**src/rtl/codificador_instrucoes.sv**
```systemverilog
// Instruction encoder and program loader for the unicycle MIPS datapath.
// Packs field bundles into 32-bit words and streams them into instruction memory.
module codificador_instrucoes #(
    parameter int          ADDR_W    = 8,
    parameter int unsigned BASE_ADDR = 0
) (
    input  logic              clk,
    input  logic              reset,
    input  logic              inicio,
    input  logic              fim,
    input  logic              in_valido,
    output logic              in_pronto,
    input  logic [2:0]        classe,
    input  logic [1:0]        sub_op,
    input  logic [4:0]        rs,
    input  logic [4:0]        rt,
    input  logic [4:0]        rd,
    input  logic [4:0]        shamt,
    input  logic [5:0]        funct,
    input  logic [15:0]       imm,
    input  logic [25:0]       alvo,
    output logic              mem_we,
    output logic [ADDR_W-1:0] mem_addr,
    output logic [31:0]       mem_dado,
    output logic              ocupado,
    output logic              concluido,
    output logic              erro,
    output logic              cheio,
    output logic [ADDR_W:0]   contagem
);

    localparam logic [ADDR_W-1:0] BASE = BASE_ADDR[ADDR_W-1:0];

    typedef enum logic [1:0] {
        OCIOSO,
        CARGA,
        ESCRITA,
        CONCLUIDO
    } estado_t;

    estado_t           estado;
    estado_t           estadoProx;
    logic              fimLatch;
    logic [5:0]        opArit;
    logic [31:0]       palavra;
    logic              classeValida;
    logic [ADDR_W-1:0] memAddr;

    always_comb begin
        opArit = 6'b001000;
        unique case (sub_op)
            2'd0: opArit = 6'b001000;
            2'd1: opArit = 6'b001100;
            2'd2: opArit = 6'b001101;
            2'd3: opArit = 6'b001110;
        endcase
    end

    always_comb begin
        palavra      = '0;
        classeValida = 1'b1;
        unique case (classe)
            3'd0:    palavra = {6'b000000, rs, rt, rd, shamt, funct};
            3'd1:    palavra = {opArit, rs, rt, imm};
            3'd2:    palavra = {6'b100011, rs, rt, imm};
            3'd3:    palavra = {6'b101011, rs, rt, imm};
            3'd4:    palavra = {6'b000100, rs, rt, imm};
            3'd5:    palavra = {6'b000010, alvo};
            default: classeValida = 1'b0;
        endcase
    end

    always_comb begin
        estadoProx = estado;
        unique case (estado)
            OCIOSO, CONCLUIDO: begin
                if (inicio) estadoProx = CARGA;
            end
            CARGA: begin
                if (in_valido && classeValida) estadoProx = ESCRITA;
                else if (fim)                  estadoProx = CONCLUIDO;
            end
            ESCRITA: begin
                // a full memory ends the program even without fim
                if (memAddr == '1 || fimLatch || fim) estadoProx = CONCLUIDO;
                else                                  estadoProx = CARGA;
            end
            default: estadoProx = OCIOSO;
        endcase
    end

    always_ff @(posedge clk) begin
        if (reset) estado <= OCIOSO;
        else       estado <= estadoProx;
    end

    always_ff @(posedge clk) begin
        if (reset) begin
            memAddr  <= BASE;
            mem_dado <= '0;
            contagem <= '0;
            erro     <= 1'b0;
            cheio    <= 1'b0;
            fimLatch <= 1'b0;
        end else begin
            unique case (estado)
                OCIOSO, CONCLUIDO: begin
                    if (inicio) begin
                        memAddr  <= BASE;
                        contagem <= '0;
                        erro     <= 1'b0;
                        cheio    <= 1'b0;
                        fimLatch <= 1'b0;
                    end
                end
                CARGA: begin
                    if (in_valido) begin
                        if (classeValida) begin
                            mem_dado <= palavra;
                            fimLatch <= fim;
                        end else begin
                            erro <= 1'b1;
                        end
                    end
                end
                ESCRITA: begin
                    contagem <= contagem + 1'b1;
                    fimLatch <= fimLatch | fim;
                    if (memAddr == '1) cheio   <= 1'b1;
                    else               memAddr <= memAddr + 1'b1;
                end
                default: ;
            endcase
        end
    end

    assign mem_addr  = memAddr;
    assign in_pronto = (estado == CARGA);
    assign mem_we    = (estado == ESCRITA);
    assign ocupado   = (estado == CARGA) || (estado == ESCRITA);
    assign concluido = (estado == CONCLUIDO);

endmodule

```
**config.mk**
```make
export PLATFORM = sky130hd
export DESIGN_NAME = codificador_instrucoes
export DESIGN_NICKNAME = d
export VERILOG_FILES = /design/src/rtl/codificador_instrucoes.sv
export SDC_FILE = /design/constraint.sdc
export NUM_CORES = 1
export LEC_CHECK = 0
export BUFFER_PORTS_ARGS = -buffer_cell sky130_fd_sc_hd__buf_2
export CAP_MARGIN = 10
export CORE_UTILIZATION = 48
export DETAILED_ROUTE_END_ITERATION = 8
export PLACE_DENSITY = 0.8
export SYNTH_ARGS = -nofsm -noshare
export SYNTH_HDL_FRONTEND = slang
export SYNTH_SLANG_ARGS = --single-unit
```
**constraint.sdc**
```tcl
create_clock -name clk -period 2.1 [get_ports clk]
set_input_delay 0.42 -clock clk [delete_from_list [all_inputs] [get_ports clk]]
set_output_delay 0.42 -clock clk [all_outputs]
set_load 0.01 [all_outputs]
```
Word level (Yosys, flattened, before mapping)
Index checks and enable logic that the tools add are counted.

Bitwise logic cells: 1. Multiplexer cells: 22. Reduce and logical (&&, ||, !) cells: 18. Equal/unequal tests: 19. Add/subtract/negate cells: 2.

Operator list (number): one-hot mux 32 bit (6 select lines) (1); one-hot mux 6 bit (4 select lines) (1); one-hot mux 9 bit (2 select lines) (1); 2-to-1 mux 8 bit (2); one-hot mux 8 bit (2 select lines) (1); AND reduction 3 bit (4); adder 9 x 1 -> 9 bit (second input constant) (1); 2-to-1 mux 9 bit (1); adder 8 x 1 -> 8 bit (second input constant) (1); == test 2 bit (second input constant) (4); == test 8 bit (second input constant) (1); 2-to-1 mux 2 bit (4); inequality test 2 bit (second input constant) (4); 2-to-1 mux 1 bit (7); == test 3 x 2 -> 1 bit (second input constant) (2); == test 3 bit (second input constant) (2); one-hot mux 2 bit (3 select lines) (1); OR reduction 6 bit (1); == test 2 x 1 -> 1 bit (second input constant) (2); logical NOT 2 bit (2); inequality test 2 x 1 -> 1 bit (second input constant) (2); one-hot mux 1 bit (2 select lines) (2); AND reduction 2 bit (2); AND reduction 4 bit (1); other kinds (9) (12).

Bits in registers: 54. Bits of input ports: 78. Logic and storage cells: 69.

Longest topological paths before layout
Gate-level depths: netlist of the first run.

Depth after elaboration: 6. Mapped depth: 8. Depth with buffers taken out: 6.

Worst setup path after synthesis of the first run
Ideal clock, no wire load.

Path type: flip-flop to flip-flop. Start point: register estado[0]. End point: register memAddr[5] (netlist: mem_addr[5]). Stages on the path, launching flop included: 9. Required time: 2.030 ns. Path buffers: 2. Path slack: 0.210 ns. Data arrival time: 1.820 ns. Path through: dfxtp_1 inv_1 ha_1 buf_6 mux2_4 o21ai_2 buf_6 or4_1 a21oi_1.

Cells in the longest elaborated chain, start to end: 4. Elaborated cells between the ends (all ways): 9.

RTL lines: start, declared (line 41) `estado_t estado;`; start signal, assigned (line 94) `else estado <= estadoProx;`; == test 2 bit or logical NOT 2 bit (tied branches) (line 106) `unique case (estado)`; OR reduction 2 bit (line 106); inequality test 2 bit (no source line) or nonzero test 2 bit (tied branches); AND reduction 3 bit (no source line); end signal, assigned (line 130) `else memAddr <= memAddr + 1'b1;`; end, declared (line 47) `logic [ADDR_W-1:0] memAddr;`.

Several ways; a longest one is shown, not always the timed one. A chain may end at the register's enable or synchronous reset.

Final worst setup path of the first run
Start point: register estado[0]. End point: register memAddr[7] (netlist: mem_addr[7]).

Same word-level chain as after synthesis.

==> flow_summary.toml, run 1 <==
[global_route]
antenna_found_initial = 0
grt-ovfl-total = 0
grt_usage = 0.243
grt_max_degree = 43
grt_pass1_vias = 2889
grt_pass1_wl_mm = 12.8

[clocking]
cts_max_path_buffers = 2
cts_tree = "yes"
clk_pin_slew_ns = 0.09
h-tree-depth = 2
clock_latency_ns = 0.31
clock_sinks = 53
cts_hold_buf = 0
root_buffer = "clkbuf_8"
cts_buffers = 5
post_cts_resized = 1
post_cts_buffers = 0

[place]
pre_cts_ws_ns = -0.0174
port_buffers = 131
gp_congestion = 0.767
placed_cell_area_um2 = 3810
dpl.hpwl_mm = 5.92

[worst_hold_path]
holdPathStages = 2
min_path_type = "flop to flop"

[synth]
synth-edff-count = 0
synth-seq-cells = 53
synth-main-ff-cell = "dfxtp_1"
synth_nets = 476
yosysUniqueCellTypes = 50
synthCells = 393
synth.avg_cell_area_um2 = 7.95
yosysWarnings = 0
async_flop_share = 0
seq_area_frac_synth = 0.340
syn_area_um2 = 3120

[critical_path]
start_kind = "flop"
critPathRequiredTime_ns = 2.34
crit_fanout = 11
r2r_slack_ns = 0.16
crit_type = "flop to flop"
path_buf_inv = 1
cp.depth = 6
cp.arrival_ns = 2.18
crit_slowest_cell = "or4_1"
crit_chain = "inv_1, ha_2, mux2_4, o21ai_2, or4_1, a21oi_1"
r2r_cells = 6
endpoint_kind = "flop"
path_delay_family = "simple AND/OR/NAND/NOR gates"
critical_path.max_stage_delay_ns = 0.50

[cells_and_area]
fill_cells = 568
nNetsFinal = 591
drive_above_1_share = 0.360
area_growth_pct = 25.1
final_util = 0.619
n_antenna_cell = 0
finalInstanceArea_um2 = 3910

[sta]
setup_slack_ns = 0.163
fmax_mhz = 516
holdWs_ns = 0.458
slew_headroom = 0.536
worstMarginPinSlew_ns = 0.696
rsz0062_at_grt = "false"
report.final.setup_viol = 0
period_share = 0.922
hold_viol_final = 0
final_max_slew_viol_count = 0
period_minus_slack_ns = 1.94
finClkSkew_ns = 0.00444

[routing]
drt_iter0_drc = 156
dr_total_vias = 3232
drc = 0
post_drt_wl_per_cell_um = 13.8
drtPass1Iterations = 5
ant_nets = 0
avgViaCountPerCell = 5.52
drt-total-wl_mm = 8.09

[pwr]
p_seq_frac = 0.476
intPower_mw = 1.59
p_switching_mw = 0.734
p_per_area_nw_per_um2 = 596
sw_frac_of_total = 0.315
p_leak_nw = 1.78
ir_worst_vdd_v = 0.000304
p_total_mw = 2.33
p_comb_frac = 0.277
clkPwrFrac = 0.246

[floorplan]
rows = 29
die_area_um2 = 6840
start_util = 0.495
coreArea_um2 = 6310
dieHeight_um = 82.7
num_io_pins = 133
fp.dieW_um = 82.7

[flow_run]
maxCapViolCount = 0

[outcome]
outcome = "finished clean"
per-layer routing:
layer | global-route usage | routed length, um | vias to the layer above
met3 | 0.0560 | 474 | 10
met4 | 0.0931 | 119 | 0
met5 | 0 | 0 | -
met1 | 0.283 | 3470 | 1486
li1 | - | - | 1633
met2 | 0.427 | 4020 | 103
registers in the layout (all words and copies together), names as in the netlist:
name	flops
estado	2
erro	1
cheio	1
fimLatch	1
contagem	9
mem_addr	8
mem_dado	31
final timing paths:
check,from,to
min reg2reg,mem_dado[28],mem_dado[28]
min,mem_dado[28],mem_dado[28]
max,estado[0],mem_addr[7]
max reg2reg,estado[0],mem_addr[7]
worst min-delay path, delay by kind of cell, from the launching register on:
kind	cells	cell delay [ns]
AND/OR/NAND/NOR	1	0.05
flip-flops	1	0.32
AO/OA/AOI/OAI	1	0.05
synth_stat cells (all sizes together) (2+ instances only):
master   number  area, um^2
nor2         60         225
dfxtp        53        1060
inv          30         113
o21ai        23         119
nand2        18        67.6
mux2         17         195
nor2b        17         106
a22oi        16         120
a311oi       16         140
buf          16        90.1
clkbuf       16        60.1
a21oi        14        70.1
nor3         13        65.1
a2bb2oi      10        87.6
o221a        10         113
nand3         8        40.0
nand4         6        37.5
ha            5        62.6
xor2          5        43.8
nand2b        3        18.8
o31ai         3        22.5
or3           3        21.3
or4           3        22.5
xnor2         3        26.3
a21bo         2        20.0
and2          2        12.5
and3          2        12.5
mux2i         2        20.0
nor4b         2        17.5
o211ai        2        15.0
layout make-up:
class / instances / area (um^2) / area share
clock buffers: 6 / 72.6 / 0.0186
clock inverters: 2 / 15.0 / 0.00384
well taps: 77 / 96.3 / 0.0247
multi-input cells: 278 / 1810 / 0.464
flip-flops and latches: 53 / 1060 / 0.272
repair buffers: 140 / 736 / 0.188
inverters: 30 / 113 / 0.0288
placed cells by master, fill, tap and decap left out, types with 10 or more instances in the layout:
cell	netlist	layout
a22oi_1	16	16
mux2_2	16	16
a2bb2oi_1	10	10
a311oi_1	16	16
o21ai_0	21	21
nor3_1	13	13
o221a_2	10	10
nand2_1	18	18
nor2_1	60	60
buf_2	9	131
inv_1	30	30
nor2b_1	17	17
dfxtp_1	53	53
a21oi_1	14	14
power by group through the flow:
stage	combinational, mW	sequential (mW)	clock, mW
finish	0.646	1.11	0.573
global route	0.724	1.12	0.617
CTS	0.644	1.11	0.584
detailed placement	0.641	1.13	0
global placement	0.623	1.13	0
floorplan	0.398	1.16	0
cells by family (layout without fill, tap and decap cells):
| group | count (synthesis) | after routing | synth area share |
|---|---|---|---|
| xor gates and xnor gates | 8 | 8 | 0.0224 |
| adders and majority gates | 5 | 5 | 0.0200 |
| muxes | 19 | 19 | 0.0689 |
| AOI/OAI and AO/OA | 106 | 106 | 0.252 |
| DFF | 53 | 53 | 0.340 |
| buffers and inverters | 62 | 178 | 0.0841 |
| other | 1 | 1 | 0.00120 |
| and+or+nand+nor | 139 | 139 | 0.212 |
through the flow:
step	instances	setup TNS, ns
final	586	0
after global routing	586	0
after CTS	586	0
after detailed placement	578	-0.0234
after global placement	578	0
after floorplan	393	0
Power figures use the tool's default switching activity.
==> run 2: changes to the inputs <==
==> config.mk (replaced) <==
export PLATFORM = sky130hd
export DESIGN_NAME = codificador_instrucoes
export DESIGN_NICKNAME = d
export VERILOG_FILES = /design/src/rtl/codificador_instrucoes.sv
export SDC_FILE = /design/constraint.sdc
export NUM_CORES = 1
export LEC_CHECK = 0
export CAP_MARGIN = 10
export CORE_UTILIZATION = 63
export DETAILED_ROUTE_END_ITERATION = 8
export DONT_BUFFER_PORTS = 1
export PLACE_DENSITY = 0.79
export SYNTH_ARGS = -nofsm -noshare
export SYNTH_HDL_FRONTEND = slang
export SYNTH_SLANG_ARGS = --single-unit
==> run 2 against run 1 <==
Effect of this change:
- clock power increased by 0.7%
- first-iteration DRC count decreased by 20%
- power decreased by 7.8%
- worst hold slack got worse by 0.28 ns
- via count decreased by 16%
- utilization increased by 5.7 points
- worst setup slack improved by 0.018 ns
- sequential power increased by 4%
- largest power group unchanged
- highest routed layer unchanged
==> flow_summary.toml, run 2 (synthesized netlist as in run 1, its figures left out) <==
[routing]
drt-total-wl_mm = 6.81
ant_nets = 0
drt_iter0_drc = 125
avgViaCountPerCell = 6.14
post_drt_wl_per_cell_um = 15.4
drc = 0
dr_total_vias = 2713
drtPass1Iterations = 4

[critical_path]
crit_fanout = 11
crit_type = "flop to flop"
r2r_slack_ns = 0.18
endpoint_kind = "flop"
critPathRequiredTime_ns = 2.34
r2r_cells = 6
cp.arrival_ns = 2.16
r2r_end = "mem_addr[7]"
r2r-start = "estado[0]"
start_kind = "flop"

[place]
port_buffers = 0
dpl.hpwl_mm = 4.69
pre_cts_ws_ns = 0.0445
dp.cells = 434
placed_cell_area_um2 = 3120
gp_congestion = 0.814

[floorplan]
start_util = 0.657
die_area_um2 = 5240
num_io_pins = 133
dieHeight_um = 72.4
rows = 25
coreArea_um2 = 4750
fp.dieW_um = 72.4

[worst_hold_path]
min_to = "mem_addr[1]"
min_from = "reset"
holdPathStages = 1
min_path_type = "primary input to flop"

[sta]
holdWs_ns = 0.176
final_max_slew_viol_count = 0
hold_viol_final = 0
rsz0062_at_grt = "false"
setup_tns_ns = 0
setup_slack_ns = 0.182
period_minus_slack_ns = 1.92
slew_headroom = 0.561
fmax_mhz = 521
period_share = 0.913
worstMarginPinSlew_ns = 0.658
finClkSkew_ns = 0.00733
report.final.setup_viol = 0

[pwr]
p_total_mw = 2.15
clkPwrFrac = 0.269
ir_worst_vdd_v = 0.000303
sw_frac_of_total = 0.298
p_leak_nw = 1.19
p_switching_mw = 0.641
p_per_area_nw_per_um2 = 668
intPower_mw = 1.51
p_comb_frac = 0.195
p_seq_frac = 0.536

[clocking]
cts_hold_buf = 0
cts_max_path_buffers = 2
cts_buffers = 5
clock_latency_ns = 0.31
root_buffer = "clkbuf_8"
h-tree-depth = 2
clock_sinks = 53
cts_tree = "yes"
clk_pin_slew_ns = 0.10

[cells_and_area]
drive_above_1_share = 0.128
n_antenna_cell = 0
mostFrequentLayoutCells = "nor2_1 (60), dfxtp_1 (53), inv_1 (30), o21ai_0 (21), nand2_1 (18)"
top_register = "mem_dado"
final_util = 0.676
instances_no_fill = 442
area_growth_pct = 2.80
multi_input_area_um2 = 1810
nNetsFinal = 457
final_common_cell = "nor2_1"
largest_reg_flops = 31
fill_cells = 451
ff_latch_area_um2 = 1060
finalInstanceArea_um2 = 3210

[global_route]
grt_pass1_vias = 2413
grt-ovfl-total = 0
grt_pass1_wl_mm = 10.7
grt_usage = 0.256
grt_max_degree = 50
antenna_found_initial = 0

[flow_run]
maxCapViolCount = 0

[outcome]
outcome = "finished clean"
## run 2: critical path, stage by stage, from the launching register on
cell	delay [ns]
dfxtp_1	0.38
inv_1	0.07
ha_1	0.35
mux2_4	0.28
o21ai_2	0.13
or4_1	0.50
a21oi_1	0.15
## run 2: worst max-delay path by stage
stage                   start           to  slack [ns]  depth (start not counted)
global route        estado[0]  mem_addr[7]        0.07                          6
detailed placement  estado[0]  contagem[4]        0.04                          5
global placement    estado[0]  contagem[5]        0.12                          5
finish              estado[0]  mem_addr[7]        0.18                          6
CTS                 estado[0]  contagem[4]        0.03                          5
floorplan           estado[0]  mem_addr[5]        0.21                          8
## run 2: final cells by class
type,count,share of cell area
clock inverters,3,0.00701
clock buffers,5,0.0214
inverters,30,0.0351
well taps,67,0.0261
multi-input cells,278,0.562
repair buffers,6,0.0179
flip-flops and latches,53,0.330
## run 2: power by group through the flow
stage | combinational (mW) | clock (mW) | sequential [mW]
final | 0.419 | 0.577 | 1.15
after global routing | 0.472 | 0.633 | 1.16
after CTS | 0.419 | 0.594 | 1.15
after detailed placement | 0.417 | 0 | 1.17
after global placement | 0.407 | 0 | 1.17
after floorplan | 0.398 | 0 | 1.16
## run 2: routing by layer
layer,GRT usage,up-vias,routed length (um)
met4,0.0828,0,121
met1,0.283,1225,2840
met3,0.0778,13,569
met5,0,-,0
met2,0.464,119,3280
li1,-,1356,-
## run 2: timing repair
item / in CTS / in global routing
endpoints found under the hold margin: 0 / 0
endpoints found under the setup margin: 0 / 15
setup buffers: 0 / 0
gates resized for setup: 0 / 1
